--- src/rtl/uart_fifo_mon_pkg.sv ---
// Shared constants and types for the UART FIFO occupancy monitor.
// Latency: n/a (declarations only).
// Backpressure: n/a.
package uart_fifo_mon_pkg;

    localparam int DEF_DEPTH = 16;
    localparam int DEF_CNT_W = 8;

    // Occupancy width able to hold every value 0..depth inclusive.
    function automatic int occ_w(input int depth);
        return $clog2(depth + 1);
    endfunction

    // How a channel's occupancy moves this cycle.
    // OVF/UDF hold occupancy because the strobe had no effect.
    typedef enum logic [2:0] {
        HOLD,
        INC,
        DEC,
        OVF,
        UDF
    } upd_e;

endpackage

--- src/rtl/uart_fifo_occ_chan.sv ---
// One FIFO's occupancy tracker: occupancy, peak, watermark crossings, sticky ovf/udf.
// Latency: a strobe in cycle N is visible on every output after edge N+1.
// Backpressure: none; the monitor only observes and never stalls the tapped FIFO.
module uart_fifo_occ_chan
    import uart_fifo_mon_pkg::*;
#(
    parameter int DEPTH = DEF_DEPTH,
    parameter int CNT_W = DEF_CNT_W,
    parameter int OCC_W = occ_w(DEPTH)
) (
    input  logic             clock,
    input  logic             reset_n,
    input  logic             i_push,
    input  logic             i_pop,
    input  logic [OCC_W-1:0] i_hi_wm,
    input  logic             i_clear,
    output logic [OCC_W-1:0] o_occ,
    output logic [OCC_W-1:0] o_peak,
    output logic             o_full,
    output logic             o_empty,
    output logic             o_above_wm,
    output logic [CNT_W-1:0] o_wm_cross_cnt,
    output logic             o_ovf,
    output logic             o_udf
);

    localparam logic [OCC_W-1:0] OCC_MAX = OCC_W'(DEPTH);
    localparam logic [CNT_W-1:0] CNT_MAX = '1;

    logic [OCC_W-1:0] r_occ;
    logic [OCC_W-1:0] r_peak;
    logic             r_above;
    logic [CNT_W-1:0] r_cnt;
    logic             r_ovf;
    logic             r_udf;

    logic             w_full;
    logic             w_empty;
    upd_e             w_upd;
    logic             w_set_ovf;
    logic             w_set_udf;
    logic [OCC_W-1:0] w_occ_next;
    logic [OCC_W-1:0] w_peak_next;
    logic             w_above_next;
    logic             w_rise;

    assign w_full  = (r_occ == OCC_MAX);
    assign w_empty = (r_occ == '0);

    // Classify the strobe pair; push+pop on empty grows by one but still flags the pop.
    always_comb begin
        w_upd     = HOLD;
        w_set_udf = i_pop && w_empty;
        case ({i_push, i_pop})
            2'b10:   w_upd = w_full  ? OVF : INC;
            2'b01:   w_upd = w_empty ? UDF : DEC;
            2'b11:   w_upd = w_empty ? INC : HOLD;
            default: w_upd = HOLD;
        endcase
        w_set_ovf = (w_upd == OVF);
    end

    // Next occupancy, peak and watermark state; INC/DEC are only chosen inside 0..DEPTH.
    always_comb begin
        w_occ_next = r_occ;
        case (w_upd)
            INC:     w_occ_next = r_occ + 1'b1;
            DEC:     w_occ_next = r_occ - 1'b1;
            default: w_occ_next = r_occ;
        endcase
        if (i_clear || (w_occ_next > r_peak)) begin
            w_peak_next = w_occ_next;
        end else begin
            w_peak_next = r_peak;
        end
        w_above_next = (i_hi_wm != '0) && (w_occ_next >= i_hi_wm);
        w_rise       = w_above_next && !r_above;
    end

    // State registers; clear restarts the statistics but a same-cycle event still lands.
    always_ff @(posedge clock or negedge reset_n) begin
        if (!reset_n) begin
            r_occ   <= '0;
            r_peak  <= '0;
            r_above <= 1'b0;
            r_cnt   <= '0;
            r_ovf   <= 1'b0;
            r_udf   <= 1'b0;
        end else begin
            r_occ   <= w_occ_next;
            r_peak  <= w_peak_next;
            r_above <= w_above_next;
            r_ovf   <= (r_ovf && !i_clear) || w_set_ovf;
            r_udf   <= (r_udf && !i_clear) || w_set_udf;
            if (i_clear) begin
                r_cnt <= w_rise ? CNT_W'(1) : '0;
            end else if (w_rise && (r_cnt != CNT_MAX)) begin
                r_cnt <= r_cnt + 1'b1;
            end
        end
    end

    assign o_occ          = r_occ;
    assign o_peak         = r_peak;
    assign o_full         = w_full;
    assign o_empty        = w_empty;
    assign o_above_wm     = r_above;
    assign o_wm_cross_cnt = r_cnt;
    assign o_ovf          = r_ovf;
    assign o_udf          = r_udf;

endmodule

--- src/rtl/uart_fifo_occ_monitor.sv ---
// White-box occupancy monitor for NUM_CH UART FIFOs (ch0 = tx, ch1 = rx), feeding coverage/assertions.
// Latency: push/pop/clear in cycle N is reflected on all outputs after edge N+1.
// Backpressure: none; strobes are tapped passively and never stalled.
module uart_fifo_occ_monitor
    import uart_fifo_mon_pkg::*;
#(
    parameter int NUM_CH = 2,
    parameter int DEPTH  = DEF_DEPTH,
    parameter int OCC_W  = occ_w(DEPTH),
    parameter int CNT_W  = DEF_CNT_W
) (
    input  logic                    clock,
    input  logic                    reset_n,
    input  logic [NUM_CH-1:0]       push,
    input  logic [NUM_CH-1:0]       pop,
    input  logic [NUM_CH*OCC_W-1:0] hi_wm,
    input  logic                    clear,
    output logic [NUM_CH*OCC_W-1:0] occ,
    output logic [NUM_CH*OCC_W-1:0] peak,
    output logic [NUM_CH-1:0]       full,
    output logic [NUM_CH-1:0]       empty,
    output logic [NUM_CH-1:0]       above_wm,
    output logic [NUM_CH*CNT_W-1:0] wm_cross_cnt,
    output logic [NUM_CH-1:0]       ovf,
    output logic [NUM_CH-1:0]       udf
);

    // One independent tracker per channel, packed onto the flattened buses.
    for (genvar g = 0; g < NUM_CH; g++) begin : g_ch
        uart_fifo_occ_chan #(
            .DEPTH (DEPTH),
            .CNT_W (CNT_W),
            .OCC_W (OCC_W)
        ) u_chan (
            .clock          (clock),
            .reset_n        (reset_n),
            .i_push         (push[g]),
            .i_pop          (pop[g]),
            .i_hi_wm        (hi_wm[g*OCC_W +: OCC_W]),
            .i_clear        (clear),
            .o_occ          (occ[g*OCC_W +: OCC_W]),
            .o_peak         (peak[g*OCC_W +: OCC_W]),
            .o_full         (full[g]),
            .o_empty        (empty[g]),
            .o_above_wm     (above_wm[g]),
            .o_wm_cross_cnt (wm_cross_cnt[g*CNT_W +: CNT_W]),
            .o_ovf          (ovf[g]),
            .o_udf          (udf[g])
        );
    end

endmodule
--- config.mk ---
export PLATFORM = sky130hd
export DESIGN_NAME = uart_fifo_occ_monitor
export DESIGN_NICKNAME = d
export VERILOG_FILES = /design/src/rtl/uart_fifo_mon_pkg.sv /design/src/rtl/uart_fifo_occ_chan.sv /design/src/rtl/uart_fifo_occ_monitor.sv
export SDC_FILE = /design/constraint.sdc
export NUM_CORES = 1
export LEC_CHECK = 0
export BUFFER_PORTS_ARGS = -buffer_cell sky130_fd_sc_hd__buf_4
export CORE_MARGIN = 1
export CORE_UTILIZATION = 30
export CTS_CLUSTER_DIAMETER = 50
export CTS_CLUSTER_SIZE = 40
export DETAILED_ROUTE_END_ITERATION = 12
export MAX_ROUTING_LAYER = met4
export PLACE_DENSITY_LB_ADDON = 0.15
export SYNTH_ARGS = -nofsm -noshare
export SYNTH_HDL_FRONTEND = slang
export SYNTH_SLANG_ARGS = --single-unit
--- constraint.sdc ---
create_clock -name clock -period 10.5 [get_ports clock]
set_clock_uncertainty 0.2 [all_clocks]
set_input_delay 2.1 -clock clock [delete_from_list [all_inputs] [get_ports clock]]
set_output_delay 2.1 -clock clock [all_outputs]
set_load 0.005 [all_outputs]
# [Word level (Yosys, flattened, before mapping)]
# Index checks and enable logic that the tools add are counted.
[op_classes] n_addsub=6 mul=0 n_div=0 n_lt_le_gt_ge=4 eq_ne=16 shift=0 mux=16 bitwise_logic=0 reduce_logical=27
[op_table] op="8-bit 2-to-1 mux" count=4
[op_table] op="5-bit one-hot mux with 2 select lines" count=2
[op_table] op="3-bit one-hot mux with 3 select lines" count=2
[op_table] op="8-bit by 1-bit adder with 8-bit output (second input constant)" count=2
[op_table] op="8-bit inequality test (second input constant)" count=2
[op_table] op="3-bit by 2-bit equality test with 1-bit output (second input constant)" count=4
[op_table] op="1-bit logical AND" count=12
[op_table] op="5-bit by 1-bit adder with 5-bit output (second input constant)" count=2
[op_table] op="5-bit equality test (second input constant)" count=2
[op_table] op="5-bit >= comparator" count=2
[op_table] op="5-bit > comparator" count=2
[op_table] op="5-bit zero test" count=2
[op_table] op="5-bit nonzero test" count=2
[op_table] op="5-bit by 1-bit subtractor with 5-bit output (second input constant)" count=2
[op_table] op="2-bit equality test (second input constant)" count=4
[op_table] op="3-bit by 1-bit equality test with 1-bit output (second input constant)" count=2
[op_table] op="1-bit logical OR" count=6
[op_table] op="3-bit 2-to-1 mux" count=2
[op_table] op="2-bit by 1-bit equality test with 1-bit output (second input constant)" count=2
[op_table] op="1-bit 2-to-1 mux" count=4
[op_table] op="2-bit 2-to-1 mux" count=2
[op_table] op="2-bit nonzero test" count=2
[op_table] op="1-bit zero test" count=3
[totals] ff_bits=42 latch_bits=0 ramBits=0 mem_bits_ro=0 in_bits=17 out_inout_bits=46 memories=0

# [Depth between registers and ports, before layout]
# Gate-level depths: netlist of the first run.
[logic_depth] ltp_word=11 depth_mapped=16 ltp_nobuf=14

# [Modules after synthesis]
# Synthesis of the first run repeated with hierarchy kept, for this count alone.
[hier_totals] cells_unflattened=296 hier_area_um2=2872.8
[by_module_without_submodules] module="uart_fifo_occ_chan" instances=2 cells_each=148 area_each_um2=1436.4 seq_area_each_um2=525.5

# [Worst setup path after synthesis of the first run]
# No wires, ideal clock.
[synth_timing] path_type="in2reg" startpoint="input push[0]" endpoint="register g_ch[0].u_chan.r_cnt[7]" setup_time_ps=78 t_arrival_ps=5242 required_ps=10222 slack_ps=4980 stages=16 n_path_buf=2 path_cell_list="clkbuf_1 > nand2b_1 > nor3_1 > a21o_1 > ha_1 > mux2_1 > nand2_1 > o32ai_1 > a41o_1 > ha_1 > nand2_1 > o211a_1 > or3_1 > buf_2 > or4_1 > a21oi_1"
[synth_via] elab_chain_len=9
[synth_lines] item="start: declaration" line="uart_fifo_occ_monitor.sv:14" text="input logic [NUM_CH-1:0] push,"
[synth_lines] item="2-bit equality test / 2-bit by 1-bit equality test with 1-bit output (equally long branches)" line="uart_fifo_occ_chan.sv:54" text="case ({i_push, i_pop})"
[synth_lines] item="3-bit one-hot mux with 3 select lines *" line="uart_fifo_occ_chan.sv:54"
[synth_lines] item="3-bit by 2-bit equality test with 1-bit output / 3-bit by 1-bit equality test with 1-bit output (equally long branches)" line="uart_fifo_occ_chan.sv:66" text="case (w_upd)"
[synth_lines] item="5-bit one-hot mux with 2 select lines *" line="uart_fifo_occ_chan.sv:66"
[synth_lines] item="net g_ch[0].u_chan.w_occ_next[1]" line="uart_fifo_occ_chan.sv:42" text="logic [OCC_W-1:0] w_occ_next;"
[synth_lines] item="5-bit >= comparator *" line="uart_fifo_occ_chan.sv:76" text="w_above_next = (i_hi_wm != '0) && (w_occ_next >= i_hi_wm);"
[synth_lines] item="1-bit logical AND *" line="uart_fifo_occ_chan.sv:76"
[synth_lines] item="1-bit logical AND *" line="uart_fifo_occ_chan.sv:77" text="w_rise = w_above_next && !r_above;"
[synth_lines] item="1-bit logical AND *" line="uart_fifo_occ_chan.sv:97" text="end else if (w_rise && (r_cnt != CNT_MAX)) begin"
[synth_lines] item="2-bit nonzero test (no line) *"
[synth_lines] item="end signal: assignment" line="uart_fifo_occ_chan.sv:96" text="r_cnt <= w_rise ? CNT_W'(1) : '0;"
[synth_lines] item="end signal: assignment" line="uart_fifo_occ_chan.sv:98" text="r_cnt <= r_cnt + 1'b1;"
[synth_lines] item="end: declaration" line="uart_fifo_occ_chan.sv:33" text="logic [CNT_W-1:0] r_cnt;"
# The timed path passes the listed nets; every way through them passes the cells marked *.
# A chain may end at the register's enable or synchronous reset.

# [Worst setup path after layout of the first run]
# Ends and elaborated chain as after synthesis.

==> impl_table.tex, run 1 <==
\begin{tabular}{lr}
\hline
Metric & Value \\
\hline
\multicolumn{2}{l}{\textbf{Yosys}} \\
\quad Post-synthesis area per instance & $\sim$9.4 um2 \\
\quad Syn Std Cell Area & around 2900 um2 \\
\quad Number of enable flip-flop cells after synthesis & 0 \\
\quad Xor/xnor share of the synthesized area & 0.00602 \\
\quad Ranking of synthesized cells by area & sky130\_fd\_sc\_hd\_\_dfrtp\_1 36\%, sky130\_fd\_sc\_hd\_\_ha\_1 10\%, sky130\_fd\_sc\_hd\_\_mux2\_2 4.3\%, sky130\_fd\_sc\_hd\_\_inv\_1 3.2\%, sky130\_fd\_sc\_hd\_\_a21oi\_1 2.6\% \\
\quad Sequential fraction of the synthesis area & 0.361 \\
\quad Distinct cell type count after synthesis & 55 \\
\quad Share of synthesized cell area in and, or, nand and nor gates & 0.200 \\
\quad Flop and latch count out of synthesis & 42 \\
\quad Portion of netlist area occupied by mux cells & 0.0826 \\
\quad Largest family of logic cells by synthesized area & simple AND/OR/NAND/NOR gates \\
\quad Share of synthesized cell area in full adder, half adder and majority cells & 0.103 \\
\quad Area share of the leading cell type in the synthesized netlist & 0.361 \\
\quad Predominant post-synthesis flop cell & sky130\_fd\_sc\_hd\_\_dfrtp\_1 \\
\quad Number of warnings reported in the yosys synthesis log & 0 \\
\quad Post-synthesis compound-gate area fraction & 0.169 \\
\quad Synthesized instance count & around 310 \\
\quad Synth area leader & sky130\_fd\_sc\_hd\_\_dfrtp\_1 \\
\quad Async set-reset flop share out of synthesis & 1.00 \\
\quad Syn\_nets & 352 \\
\multicolumn{2}{l}{\textbf{Setup path}} \\
\quad FF-to-FF path depth & 12 \\
\quad Reg-to-Reg Start & g\_ch[1].u\_chan.o\_occ[0] \\
\quad Cell with the biggest individual delay on the critical path & sky130\_fd\_sc\_hd\_\_or4\_1 \\
\quad Launching element type of the critical path & input port \\
\quad Required time of the critical path & approximately 11 ns \\
\quad Stage delay of the slowest cell on the critical path & 0.50 ns \\
\quad Crit-path max FO & 8 \\
\quad Worst path arrival time & $\sim$5.4 ns \\
\quad Crit path top cell by count & sky130\_fd\_sc\_hd\_\_ha\_1 \\
\quad Cells along the critical path & buf\_4 -> nand2b\_1 -> nor3\_1 -> a21o\_1 -> ha\_1 -> nor4\_1 -> o21bai\_1 -> mux2i\_1 -> ha\_1 -> nand2\_1 -> o211a\_1 -> or3\_1 -> or4\_1 -> a21oi\_1 \\
\quad Worst R2R Setup Slack & between 6 and 7 ns \\
\quad Worst Setup End Kind & flip-flop \\
\quad Startpoint-to-endpoint class of the critical path & in2reg \\
\quad Capture instance of the worst register-to-register path & g\_ch[1].u\_chan.o\_wm\_cross\_cnt[4] \\
\multicolumn{2}{l}{\textbf{Placement}} \\
\quad PortBufs & 62 \\
\quad Pre-CTS setup slack & slightly below 5 ns \\
\quad Final RePlAce weighted congestion & between 0.8 and 0.9 \\
\quad Total half-perimeter wirelength after legalization and detailed placement & between 5000 and 6000 um \\
\quad Instance count after placement with tap cells included & 480 \\
\multicolumn{2}{l}{\textbf{Clock network}} \\
\quad Max Buffers Root-to-Sink & 2 \\
\quad Cell at the root of the clock tree & sky130\_fd\_sc\_hd\_\_clkbuf\_8 \\
\quad Buffers inserted during post-CTS setup optimization & 0 \\
\quad Number of hold buffers added after CTS & 0 \\
\quad Clock-pin transition on the worst setup and hold timing paths & 0.08 ns \\
\quad Clock tree from TritonCTS & yes \\
\quad H-tree level count & 2 \\
\quad Number of CTS-inserted buffers & 5 \\
\quad CTS sink cnt & 42 \\
\quad Clock latency on the worst-skew pair & approximately 0.29 ns \\
\quad Post-cts gate resize count & 0 \\
\multicolumn{2}{l}{\textbf{Cells and area}} \\
\quad Post-synthesis to final-layout area growth & 20.0\% \\
\quad Footprint of the multi-input gates & approximately 1600 um2 \\
\quad Fill cell count & between 900 and 1,000 \\
\quad Area occupied by registers & about 1100 um2 \\
\quad Antenna cells & 0 \\
\quad Proportion of layout cells with a drive suffix above 1 & 0.240 \\
\quad Number of nets in the final layout & roughly 400 \\
\quad Post-route insts no fill & around 500 \\
\multicolumn{2}{l}{\textbf{Timing}} \\
\quad Final hold violation count & 0 \\
\quad Setup repair after global routing missed its margin & no \\
\quad Achievable frequency & between 150 and 200 MHz \\
\quad Fraction of the cycle the final worst path needs & 0.508 \\
\quad Count of pins over their slew limit & 0 \\
\quad Remaining max-slew budget at the tightest pin & 0.557 \\
\quad Slew @ Worst Pin & 0.658 ns \\
\quad Sum Neg Setup Slack & 0 ns \\
\quad Setup slack of the critical path after layout & about 5.2 ns \\
\quad Min Tclk post-route & between 5 and 6 ns \\
\quad Number of setup violations in the final report & 0 \\
\multicolumn{2}{l}{\textbf{Pwr}} \\
\quad Worst VDD drop & 60.7 uV \\
\quad Leakage & roughly 1.6 nW \\
\quad Total power divided by cell area & approximately 240 nW/um2 \\
\multicolumn{2}{l}{\textbf{Min path}} \\
\quad Cells on Worst Hold Path & 1 \\
\quad Worst hold path type & reg2reg \\
\quad Worst Hold End & g\_ch[1].u\_chan.o\_udf \\
\quad Worst hold path startpoint & g\_ch[1].u\_chan.o\_udf \\
\multicolumn{2}{l}{\textbf{Detailed routing}} \\
\quad Ratio of routed vias to standard cells & 5.08 \\
\quad Routed vias & between 2,000 and 2,500 \\
\quad Drt first pass iters & 4 \\
\quad Routed wire length & slightly below 7000 um \\
\quad Starting DRC count in detailed routing & 62 \\
\quad Routed wire length per instance & about 14 um \\
\quad DRC & 0 \\
\quad Antenna Nets Post-Route & 0 \\
\multicolumn{2}{l}{\textbf{Floorplanning}} \\
\quad Die width & $\sim$100 um \\
\quad Die H & 100 um \\
\quad Effective utilization at floorplan & 0.312 \\
\quad Die Area & 10,100 um2 \\
\quad Rows & 35 \\
\quad Core area & approximately 9300 um2 \\
\quad Number of top-level pins & 63 \\
\multicolumn{2}{l}{\textbf{GRT}} \\
\quad Number of global-route vias before repair & approximately 2,400 \\
\quad All-layer global routing usage & 0.149 \\
\quad Total gr overflow & 0 \\
\quad Number of antenna violations at the first check in global routing & 0 \\
\quad Wire length of the first global-routing pass & roughly 12,000 um \\
\quad Largest net degree at the start of global routing & between 40 and 50 \\
\multicolumn{2}{l}{\textbf{Run status}} \\
\quad Run status & finished clean \\
\multicolumn{2}{l}{\textbf{Job}} \\
\quad Count of maximum capacitance violations & 0 \\
\hline
\end{tabular}
==> through the flow <==
stage,power [mW],hold WS (ns),utilization,area (um2)
after CTS,0.858,0.321,0.374,3490
after floorplan,0.597,0.280,-,2910
after global routing,0.935,0.329,0.374,3490
final,0.844,0.314,0.374,3490
after global placement,0.745,0.295,0.366,3410
after detailed placement,0.751,0.301,0.366,3410
==> per-layer routing <==
layer	wire length (um)	share of wire	vias to the layer above	GRT usage
met1	3410	0.49	1172	0.199
met3	328	0.047	6	0.0354
met2	3120	0.45	55	0.230
li1	-	-	1239	-
met5	0	0	-	-
met4	68	0.0098	0	0.0346
==> registers in the layout, summed over array words and instances (netlist names) <==
register	cells
g_ch.u_chan.o_peak	10
g_ch.u_chan.o_wm_cross_cnt	16
g_ch.u_chan.o_ovf	2
g_ch.u_chan.o_occ	10
g_ch.u_chan.o_udf	2
g_ch.u_chan.o_above_wm	2
==> kinds of logic (layout without fill, tap and decap cells) <==
| kind of cell | count (synthesis) | after routing |
|---|---|---|
| XOR/XNOR | 2 | 2 |
| AND/OR/NAND/NOR | 103 | 103 |
| adder cells (fa/ha/maj) | 24 | 24 |
| multiplexers | 22 | 22 |
| flip-flops | 42 | 42 |
| buffers and inverters | 49 | 96 |
| AO/OA/AOI/OAI | 69 | 69 |
==> cells in the final DEF (no fill, tap or decap), types with 3 or more instances in the layout <==
cell type                  count
sky130_fd_sc_hd__a211oi_1      7
sky130_fd_sc_hd__a21oi_1      15
sky130_fd_sc_hd__a22o_1        4
sky130_fd_sc_hd__a311oi_1      3
sky130_fd_sc_hd__a31o_1        3
sky130_fd_sc_hd__buf_4        62
sky130_fd_sc_hd__clkbuf_8      5
sky130_fd_sc_hd__dfrtp_1      42
sky130_fd_sc_hd__ha_1         24
sky130_fd_sc_hd__inv_1        25
sky130_fd_sc_hd__mux2_1        5
sky130_fd_sc_hd__mux2_2       11
sky130_fd_sc_hd__mux2i_1       6
sky130_fd_sc_hd__nand2_1      14
sky130_fd_sc_hd__nand2b_1      4
sky130_fd_sc_hd__nand3_1       8
sky130_fd_sc_hd__nand4_1       7
sky130_fd_sc_hd__nor2_1       15
sky130_fd_sc_hd__nor2b_1       9
sky130_fd_sc_hd__nor3_1       12
sky130_fd_sc_hd__nor4_1       10
sky130_fd_sc_hd__o21a_1        5
sky130_fd_sc_hd__o21ai_0       7
sky130_fd_sc_hd__o21ai_1       3
sky130_fd_sc_hd__or3_1         6
sky130_fd_sc_hd__or4_1         3
==> power breakdown <==
group	internal [mW]	switching, mW
sequential	0.211	0.0719
combinational	0.238	0.221
clock	0.0460	0.0569
==> area by class of cell <==
class,instances,share of cell area
multi-input combinational,220,0.468
tap,129,0.0463
timing repair buffer,62,0.133
sequential,42,0.301
clock buffer,7,0.0219
inverter,27,0.0290
==> worst max-delay path: cells and delay by family <==
family / cells / cell delay, ns
adder cells (fa/ha/maj): 2 / 0.55
AND/OR/NAND/NOR: 6 / 1.67
AO/OA/AOI/OAI: 4 / 0.74
buffers and inverters: 1 / 0.13
multiplexers: 1 / 0.16
==> worst max path at each step <==
stage	depth (start not counted)	start	slack [ns]	to
4_1_cts	14	push[0]	5.18	g_ch[0].u_chan.o_wm_cross_cnt[7]
6_report	14	push[0]	5.16	g_ch[0].u_chan.o_wm_cross_cnt[7]
3_3_place_gp	14	push[0]	4.96	g_ch[0].u_chan.o_wm_cross_cnt[4]
5_1_grt	14	push[0]	4.85	g_ch[0].u_chan.o_wm_cross_cnt[7]
3_5_place_dp	14	push[0]	4.88	g_ch[0].u_chan.o_wm_cross_cnt[4]
2_1_floorplan	16	push[0]	4.98	g_ch[0].u_chan.o_wm_cross_cnt[7]
==> synth_stat cells (2+ instances only) <==
master                     number
sky130_fd_sc_hd__nand2b_1       4
sky130_fd_sc_hd__nand3b_1       2
sky130_fd_sc_hd__nor3_1        12
sky130_fd_sc_hd__inv_1         25
sky130_fd_sc_hd__xnor2_1        2
sky130_fd_sc_hd__buf_2          2
sky130_fd_sc_hd__a41o_1         2
sky130_fd_sc_hd__dfrtp_1       42
sky130_fd_sc_hd__nor2b_1        9
sky130_fd_sc_hd__nand2_1       14
sky130_fd_sc_hd__nand3_1        8
sky130_fd_sc_hd__or3_1          6
sky130_fd_sc_hd__inv_2          2
sky130_fd_sc_hd__ha_1          24
sky130_fd_sc_hd__a21oi_1       15
sky130_fd_sc_hd__and3_1         2
sky130_fd_sc_hd__or4_1          3
sky130_fd_sc_hd__mux2i_1        6
sky130_fd_sc_hd__clkbuf_1      10
sky130_fd_sc_hd__o21a_1         5
sky130_fd_sc_hd__a22o_1         4
sky130_fd_sc_hd__a311oi_1       3
sky130_fd_sc_hd__nor4_1        10
sky130_fd_sc_hd__o211ai_1       2
sky130_fd_sc_hd__a31oi_1        2
sky130_fd_sc_hd__buf_4         10
sky130_fd_sc_hd__mux2_1         5
sky130_fd_sc_hd__nor3b_1        2
sky130_fd_sc_hd__nor2_1        15
sky130_fd_sc_hd__o21ai_1        3
sky130_fd_sc_hd__a31o_1         3
sky130_fd_sc_hd__o22ai_1        2
sky130_fd_sc_hd__a21o_1         2
sky130_fd_sc_hd__o32ai_1        2
sky130_fd_sc_hd__o31ai_1        2
sky130_fd_sc_hd__o21ai_0        7
sky130_fd_sc_hd__mux2_2        11
sky130_fd_sc_hd__and2_1         2
sky130_fd_sc_hd__nand4_1        7
sky130_fd_sc_hd__a211oi_1       7
Note: power is estimated with default switching activity, not from simulation.
==> run 2, diff against run 1 <==
==> constraint.sdc (replaced) <==
create_clock -name clock -period 5.1 [get_ports clock]
set_clock_uncertainty 0.2 [all_clocks]
set_input_delay 1.02 -clock clock [delete_from_list [all_inputs] [get_ports clock]]
set_output_delay 1.02 -clock clock [all_outputs]
set_load 0.005 [all_outputs]
==> run 2 against run 1 <==
Non-clock buffer count is 1 higher. Hold slack better by 0.0015 ns. Cell area is 1.1% higher. Critical path type unchanged. Largest cell class unchanged. Largest power group unchanged. Highest routed layer unchanged.
==> impl_table.tex, run 2 (synthesized netlist as in run 1, its figures left out) <==
\begin{tabular}{lr}
\hline
Metric & Value \\
\hline
\multicolumn{2}{l}{\textbf{Timing}} \\
\quad Setup slack of the critical path after layout & 0.854 ns (-4.31 ns) \\
\quad Slew @ Worst Pin & 0.652 ns (-0.00675 ns) \\
\quad Sum Neg Setup Slack & 0 ns (unchanged) \\
\quad Fraction of the cycle the final worst path needs & 0.833 \\
\quad Min Tclk post-route & between 4 and 5 ns \\
\quad Final hold violation count & 0 (unchanged) \\
\quad Count of pins over their slew limit & 0 (unchanged) \\
\quad Number of setup violations in the final report & 0 (unchanged) \\
\quad Remaining max-slew budget at the tightest pin & 0.566 (+0.00855) \\
\quad Achievable frequency & around 240 MHz \\
\quad Setup repair after global routing missed its margin & no \\
\multicolumn{2}{l}{\textbf{Cells and area}} \\
\quad Most common cell after layout, fill and taps aside & sky130\_fd\_sc\_hd\_\_buf\_4 \\
\quad Antenna cells & 0 (unchanged) \\
\quad Leading cell types in the layout, fill and taps excluded & 63 x sky130\_fd\_sc\_hd\_\_buf\_4, 42 x sky130\_fd\_sc\_hd\_\_dfrtp\_1, 25 x sky130\_fd\_sc\_hd\_\_inv\_1 \\
\quad Area occupied by registers & 1050 um2 (unchanged) \\
\quad Number of nets in the final layout & 400 (+0.25\%) \\
\quad Post-route insts no fill & 489 (+0.41\%) \\
\quad Number of flip-flops under the largest register name & 16 (unchanged) \\
\quad Proportion of layout cells with a drive suffix above 1 & 0.244 (+0.00422) \\
\quad Footprint of the multi-input gates & 1630 um2 (unchanged) \\
\quad Post-synthesis to final-layout area growth & 21.2\% \\
\quad Fill cell count & 963 (+0.31\%) \\
\multicolumn{2}{l}{\textbf{Setup path}} \\
\quad Startpoint-to-endpoint class of the critical path & in2reg \\
\quad Required time of the critical path & 5.09 ns (-5.43 ns) \\
\quad Launching element type of the critical path & input port \\
\quad Worst path arrival time & 4.24 ns (-1.12 ns) \\
\quad Crit-path max FO & 8 (unchanged) \\
\quad Worst Setup End Kind & flip-flop \\
\quad Reg-to-Reg Start & g\_ch[0].u\_chan.o\_occ[0] \\
\quad Crit path from & push[0] \\
\multicolumn{2}{l}{\textbf{Pwr}} \\
\quad Switching fraction of total power & 0.405 (-0.00877) \\
\quad Sequential group share of total power & 0.323 (-0.012) \\
\quad Worst VDD drop & 192 uV (+220\%) \\
\quad Leakage & 1.62 nW (+1.2\%) \\
\quad Clock network fraction of total power & 0.149 (+0.027) \\
\quad Pint & 1.08 mW (+120\%) \\
\quad Total design power & 1.81 mW (+110\%) \\
\quad Total power divided by cell area & 513 nW/um2 (+110\%) \\
\quad Switching pwr & 0.734 mW (+110\%) \\
\quad Comb power frac & 0.528 (-0.016) \\
\multicolumn{2}{l}{\textbf{Placement}} \\
\quad Instance count after placement with tap cells included & 481 (+0.21\%) \\
\quad PortBufs & 62 (unchanged) \\
\quad Final RePlAce weighted congestion & 0.846 (+0.36\%) \\
\quad Total half-perimeter wirelength after legalization and detailed placement & 5090 um (+0.34\%) \\
\quad Pre-CTS setup slack & 0.546 ns (-4.33 ns) \\
\multicolumn{2}{l}{\textbf{Clock network}} \\
\quad Number of CTS-inserted buffers & 5 (unchanged) \\
\quad Clock-pin transition on the worst setup and hold timing paths & 0.09 ns (about the same) \\
\quad Clock tree from TritonCTS & yes \\
\quad Cell at the root of the clock tree & sky130\_fd\_sc\_hd\_\_clkbuf\_8 \\
\quad Buffers inserted during post-CTS setup optimization & 0 (unchanged) \\
\quad Clock latency on the worst-skew pair & 0.30 ns (about the same) \\
\quad H-tree level count & 2 (unchanged) \\
\quad Number of hold buffers added after CTS & 0 (unchanged) \\
\quad Post-cts gate resize count & 0 (unchanged) \\
\quad CTS sink cnt & 42 (unchanged) \\
\quad Max Buffers Root-to-Sink & 2 (unchanged) \\
\multicolumn{2}{l}{\textbf{GRT}} \\
\quad Total gr overflow & 0 (unchanged) \\
\quad Number of antenna violations at the first check in global routing & 0 (unchanged) \\
\quad Number of global-route vias before repair & 2,340 (-3.5\%) \\
\quad All-layer global routing usage & 0.146 (-0.00315) \\
\quad Wire length of the first global-routing pass & 11,400 um (-2.2\%) \\
\quad Largest net degree at the start of global routing & 43 (unchanged) \\
\multicolumn{2}{l}{\textbf{Floorplanning}} \\
\quad Rows & 35 (unchanged) \\
\quad Die Area & 10,100 um2 (unchanged) \\
\quad Die H & 100 um (unchanged) \\
\quad Core area & 9330 um2 (unchanged) \\
\quad Number of top-level pins & 63 (unchanged) \\
\quad Effective utilization at floorplan & 0.312 (unchanged) \\
\quad Die width & 100 um (unchanged) \\
\multicolumn{2}{l}{\textbf{Job}} \\
\quad Count of maximum capacitance violations & 0 (unchanged) \\
\multicolumn{2}{l}{\textbf{Detailed routing}} \\
\quad Routed wire length per instance & 14.1 um (-0.77\%) \\
\quad Starting DRC count in detailed routing & 63 (+1.6\%) \\
\quad Routed wire length & 6910 um (-0.36\%) \\
\quad Antenna Nets Post-Route & 0 (unchanged) \\
\quad Routed vias & 2,497 (+1.0\%) \\
\quad Ratio of routed vias to standard cells & 5.11 (+0.60\%) \\
\quad Drt first pass iters & 4 (unchanged) \\
\quad DRC & 0 (unchanged) \\
\multicolumn{2}{l}{\textbf{Run status}} \\
\quad Run status & finished clean \\
\multicolumn{2}{l}{\textbf{Min path}} \\
\quad Worst hold path startpoint & g\_ch[1].u\_chan.o\_udf \\
\quad Worst hold path type & reg2reg \\
\hline
\end{tabular}
-- run 2: final cells by class --
| cell class | instances | area share |
|---|---|---|
| clock buffer | 7 | 0.0216 |
| sequential | 42 | 0.298 |
| tap | 129 | 0.0458 |
| clock inverter | 1 | 0.00851 |
| inverter | 27 | 0.0287 |
| multi-input combinational | 220 | 0.463 |
| timing repair buffer | 63 | 0.134 |
-- run 2: power groups by stage --
| stage | registers (mW) | clock network (mW) | logic (mW) |
|---|---|---|---|
| 2_1_floorplan | 0.533 | 0 | 0.695 |
| 3_3_place_gp | 0.589 | 0 | 0.953 |
| 3_5_place_dp | 0.590 | 0 | 0.969 |
| 4_1_cts | 0.584 | 0.279 | 0.972 |
| 5_1_grt | 0.605 | 0.293 | 1.08 |
| 6_report | 0.584 | 0.270 | 0.956 |
-- run 2: routing by layer --
metal	track usage	vias up	wire [um]	share of wire
met5	-	-	0	0
met4	0.0435	0	93	0.013
met3	0.0374	9	387	0.056
met2	0.221	57	3060	0.44
met1	0.193	1194	3370	0.49
li1	-	1237	-	-
-- run 2: path summary, 6_finish.rpt --
kind / endpoint / slack [ns] / depth (start not counted)
worst max register to register: g_ch[0].u_chan.o_wm_cross_cnt[4] / 1.06 / 13
worst min-delay path: g_ch[1].u_chan.o_udf / 0.32 / 1
min in group asynchronous: g_ch[1].u_chan.o_occ[3] / 0.50 / 1
max in group asynchronous: g_ch[1].u_chan.o_wm_cross_cnt[5] / 3.79 / 1
worst max-delay path: g_ch[0].u_chan.o_wm_cross_cnt[4] / 0.85 / 14
worst min register to register: g_ch[1].u_chan.o_udf / 0.32 / 1
-- run 2: critical path, stage by stage --
cell and delay (ns):
sky130_fd_sc_hd__buf_4 0.13, sky130_fd_sc_hd__nand2b_1 0.21, sky130_fd_sc_hd__nor3_1 0.08, sky130_fd_sc_hd__a21o_1 0.16, sky130_fd_sc_hd__ha_1 0.22, sky130_fd_sc_hd__nor4_1 0.42, sky130_fd_sc_hd__o21bai_1 0.18, sky130_fd_sc_hd__mux2i_1 0.17
sky130_fd_sc_hd__ha_1 0.33, sky130_fd_sc_hd__nand2_1 0.05, sky130_fd_sc_hd__o211a_1 0.25, sky130_fd_sc_hd__or3_1 0.41, sky130_fd_sc_hd__nor3b_1 0.25, sky130_fd_sc_hd__mux2_1 0.34
-- run 2: metrics by stage --
| step | area (um2) | hold WS (ns) | util |
|---|---|---|---|
| detailed placement | 3420 | 0.300 | 0.367 |
| global placement | 3420 | 0.294 | 0.367 |
| floorplan | 2910 | 0.280 | - |
| global route | 3530 | 0.331 | 0.378 |
| CTS | 3530 | 0.323 | 0.378 |
| finish | 3530 | 0.316 | 0.378 |
==> run 3, diff against run 2 <==
==> constraint.sdc (replaced) <==
create_clock -name clock -period 3.6 [get_ports clock]
set_clock_uncertainty 0.2 [all_clocks]
set_input_delay 0.72 -clock clock [delete_from_list [all_inputs] [get_ports clock]]
set_output_delay 0.72 -clock clock [all_outputs]
set_load 0.005 [all_outputs]
==> run 3 against run 2 <==
Non-clock buffer count is 51 higher. Sequential power is 29% higher. Critical endpoint is now g_ch[0].u_chan.o_wm_cross_cnt[7]. Routed wire length is 15% higher. The flow now finishes with violations (setup timing). Global-route usage is 0.99 points higher. Cell count is 10% higher. Register-to-register slack worse by 1.1 ns. Hold slack worse by 0.12 ns.
==> impl_table.tex, run 3 (synthesized netlist as in run 1, its figures left out) <==
\begin{tabular}{lr}
\hline
Metric & Value \\
\hline
\multicolumn{2}{l}{\textbf{Cells and area}} \\
\quad Post-synthesis to final-layout area growth & 49.2\% \\
\quad Number of flip-flops under the largest register name & 16 (unchanged) \\
\quad Post-route insts no fill & 540 (+10\%) \\
\quad Number of nets in the final layout & 451 (+13\%) \\
\quad Post-layout util & 0.465 (+0.0873) \\
\quad Antenna cells & 0 (unchanged) \\
\quad Post-route standard cell area excluding fillers & 4340 um2 (+23\%) \\
\quad Leading cell types in the layout, fill and taps excluded & 107 x sky130\_fd\_sc\_hd\_\_buf\_4, 42 x sky130\_fd\_sc\_hd\_\_dfrtp\_1, 25 x sky130\_fd\_sc\_hd\_\_inv\_1 \\
\quad Most common cell after layout, fill and taps aside & sky130\_fd\_sc\_hd\_\_buf\_4 \\
\quad Proportion of layout cells with a drive suffix above 1 & 0.460 (+0.215) \\
\multicolumn{2}{l}{\textbf{Setup path}} \\
\quad Startpoint-to-endpoint class of the critical path & reg2reg \\
\quad Crit-path max FO & 7 (-1) \\
\quad Worst path arrival time & 3.70 ns (-0.54 ns) \\
\quad Worst Setup End Kind & flip-flop \\
\quad Required time of the critical path & 3.63 ns (-1.46 ns) \\
\quad Launching element type of the critical path & flip-flop \\
\multicolumn{2}{l}{\textbf{GRT}} \\
\quad Number of antenna violations at the first check in global routing & 0 (unchanged) \\
\quad Wire length of the first global-routing pass & 12,400 um (+8.7\%) \\
\quad Number of global-route vias before repair & 2,580 (+10\%) \\
\quad Total gr overflow & 0 (unchanged) \\
\quad All-layer global routing usage & 0.156 (+0.00989) \\
\quad Largest net degree at the start of global routing & 43 (unchanged) \\
\multicolumn{2}{l}{\textbf{Floorplanning}} \\
\quad Effective utilization at floorplan & 0.312 (unchanged) \\
\quad Die Area & 10,100 um2 (unchanged) \\
\quad Rows & 35 (unchanged) \\
\quad Number of top-level pins & 63 (unchanged) \\
\quad Die width & 100 um (unchanged) \\
\quad Core area & 9330 um2 (unchanged) \\
\quad Die H & 100 um (unchanged) \\
\multicolumn{2}{l}{\textbf{Detailed routing}} \\
\quad Routed wire length & 7940 um (+15\%) \\
\quad Routed wire length per instance & 14.7 um (+4.1\%) \\
\quad Drt first pass iters & 4 (unchanged) \\
\quad Ratio of routed vias to standard cells & 5.08 (-0.60\%) \\
\quad Starting DRC count in detailed routing & 72 (+14\%) \\
\quad DRC & 0 (unchanged) \\
\quad Routed vias & 2,741 (+9.8\%) \\
\quad Antenna Nets Post-Route & 0 (unchanged) \\
\multicolumn{2}{l}{\textbf{Clock network}} \\
\quad Cell at the root of the clock tree & sky130\_fd\_sc\_hd\_\_clkbuf\_8 \\
\quad CTS sink cnt & 42 (unchanged) \\
\quad Clock-pin transition on the worst setup and hold timing paths & 0.08 ns (about the same) \\
\quad Max Buffers Root-to-Sink & 2 (unchanged) \\
\quad Clock tree from TritonCTS & yes \\
\quad Number of hold buffers added after CTS & 0 (unchanged) \\
\quad H-tree level count & 2 (unchanged) \\
\quad Clock latency on the worst-skew pair & 0.29 ns (about the same) \\
\quad Number of CTS-inserted buffers & 5 (unchanged) \\
\multicolumn{2}{l}{\textbf{Placement}} \\
\quad PortBufs & 62 (unchanged) \\
\quad Total half-perimeter wirelength after legalization and detailed placement & 5520 um (+8.4\%) \\
\quad Placed Instance Area & 3780 um2 (+11\%) \\
\quad Instance count after placement with tap cells included & 522 (+8.5\%) \\
\quad Final RePlAce weighted congestion & 0.823 (-2.7\%) \\
\multicolumn{2}{l}{\textbf{Timing}} \\
\quad Fraction of the cycle the final worst path needs & 1.02 \\
\quad Count of pins over their slew limit & 0 (unchanged) \\
\quad Setup repair after global routing missed its margin & yes \\
\quad Setup slack of the critical path after layout & -0.0713 ns (-0.925 ns) \\
\quad Achievable frequency & 272 MHz \\
\quad Hold WS & 0.197 ns (-0.119 ns) \\
\quad Remaining max-slew budget at the tightest pin & 0.629 (+0.0634) \\
\quad Number of setup violations in the final report & 3 (+3) \\
\quad Slew @ Worst Pin & 0.557 ns (-0.0950 ns) \\
\quad Final hold violation count & 0 (unchanged) \\
\quad Min Tclk post-route & 3.67 ns \\
\multicolumn{2}{l}{\textbf{Pwr}} \\
\quad Worst VDD drop & 269 uV (+40\%) \\
\quad Leakage & 2.00 nW (+23\%) \\
\quad Total power divided by cell area & 785 nW/um2 (+53\%) \\
\quad Total design power & 3.41 mW (+88\%) \\
\multicolumn{2}{l}{\textbf{Run status}} \\
\quad Run status & finished, violations left \\
\quad Violations in the final reports & setup timing \\
\multicolumn{2}{l}{\textbf{Min path}} \\
\quad Worst hold path type & in2async \\
\multicolumn{2}{l}{\textbf{Job}} \\
\quad Count of maximum capacitance violations & 0 (unchanged) \\
\hline
\end{tabular}
run 3: where the power goes:
group / leakage (nW) / internal [mW] / total, mW / switching (mW)
Sequential: 0.543 / 0.615 / 0.753 / 0.138
Clock: 0.0482 / 0.155 / 0.322 / 0.167
Combinational: 1.41 / 1.30 / 2.33 / 1.03
run 3: per-layer routing:
metal | GRT usage | vias to the layer above | wire, um
li1 | - | 1337 | -
met1 | 0.205 | 1343 | 3750
met2 | 0.250 | 57 | 3890
met3 | 0.0305 | 4 | 255
met4 | 0.0346 | 0 | 43
met5 | - | - | 0
run 3: per-stage QoR:
stage	setup slack [ns]	setup TNS, ns
floorplan	-0.318	-1.14
global placement	-0.299	-3.39
detailed placement	-0.351	-4.23
CTS	-0.0191	-0.0364
global route	-0.252	-3.45
finish	-0.0713	-0.138
run 3: cell type report:
cell class / instances / area (um2)
clock buffers: 7 / 86.3
clock inverters: 1 / 5.00
fillers: 942 / 4990
inverters: 27 / 101
multi-input cells: 220 / 2040
flip-flops and latches: 42 / 1050
well taps: 129 / 161
repair buffers: 114 / 900
run 3: critical path, cell delays in order, from the launching register on:
cell and delay [ns]:
sky130_fd_sc_hd__dfrtp_1 0.40, sky130_fd_sc_hd__nor4_2 0.28, sky130_fd_sc_hd__buf_4 0.17, sky130_fd_sc_hd__nor3_2 0.04, sky130_fd_sc_hd__a21o_1 0.18, sky130_fd_sc_hd__ha_4 0.22, sky130_fd_sc_hd__mux2_4 0.27, sky130_fd_sc_hd__nand2_2 0.06
sky130_fd_sc_hd__o32ai_2 0.06, sky130_fd_sc_hd__a41o_1 0.27, sky130_fd_sc_hd__ha_1 0.28, sky130_fd_sc_hd__nand2_1 0.04, sky130_fd_sc_hd__o211a_1 0.21, sky130_fd_sc_hd__or3_4 0.38, sky130_fd_sc_hd__or4_4 0.43, sky130_fd_sc_hd__a21oi_2 0.12
run 3: worst paths after layout:
kind,slack [ns],cells after the start,startpoint,endpoint
max,-0.07,15,g_ch[0].u_chan.o_occ[0],g_ch[0].u_chan.o_wm_cross_cnt[7]
min,0.20,1,reset_n,g_ch[0].u_chan.o_wm_cross_cnt[6]
max reg2reg,-0.07,15,g_ch[0].u_chan.o_occ[0],g_ch[0].u_chan.o_wm_cross_cnt[7]
min reg2reg,0.31,1,g_ch[0].u_chan.o_udf,g_ch[0].u_chan.o_udf
max in group asynchronous,2.60,1,reset_n,g_ch[0].u_chan.o_occ[2]
min in group clock,0.31,1,g_ch[0].u_chan.o_udf,g_ch[0].u_chan.o_udf
run 3: repair_timing:
item	CTS	global route
endpoints found under the setup margin	14	26
pin swaps	7	21
setup buffers	2	10
endpoints found under the hold margin	0	0
gates resized for setup	12	50
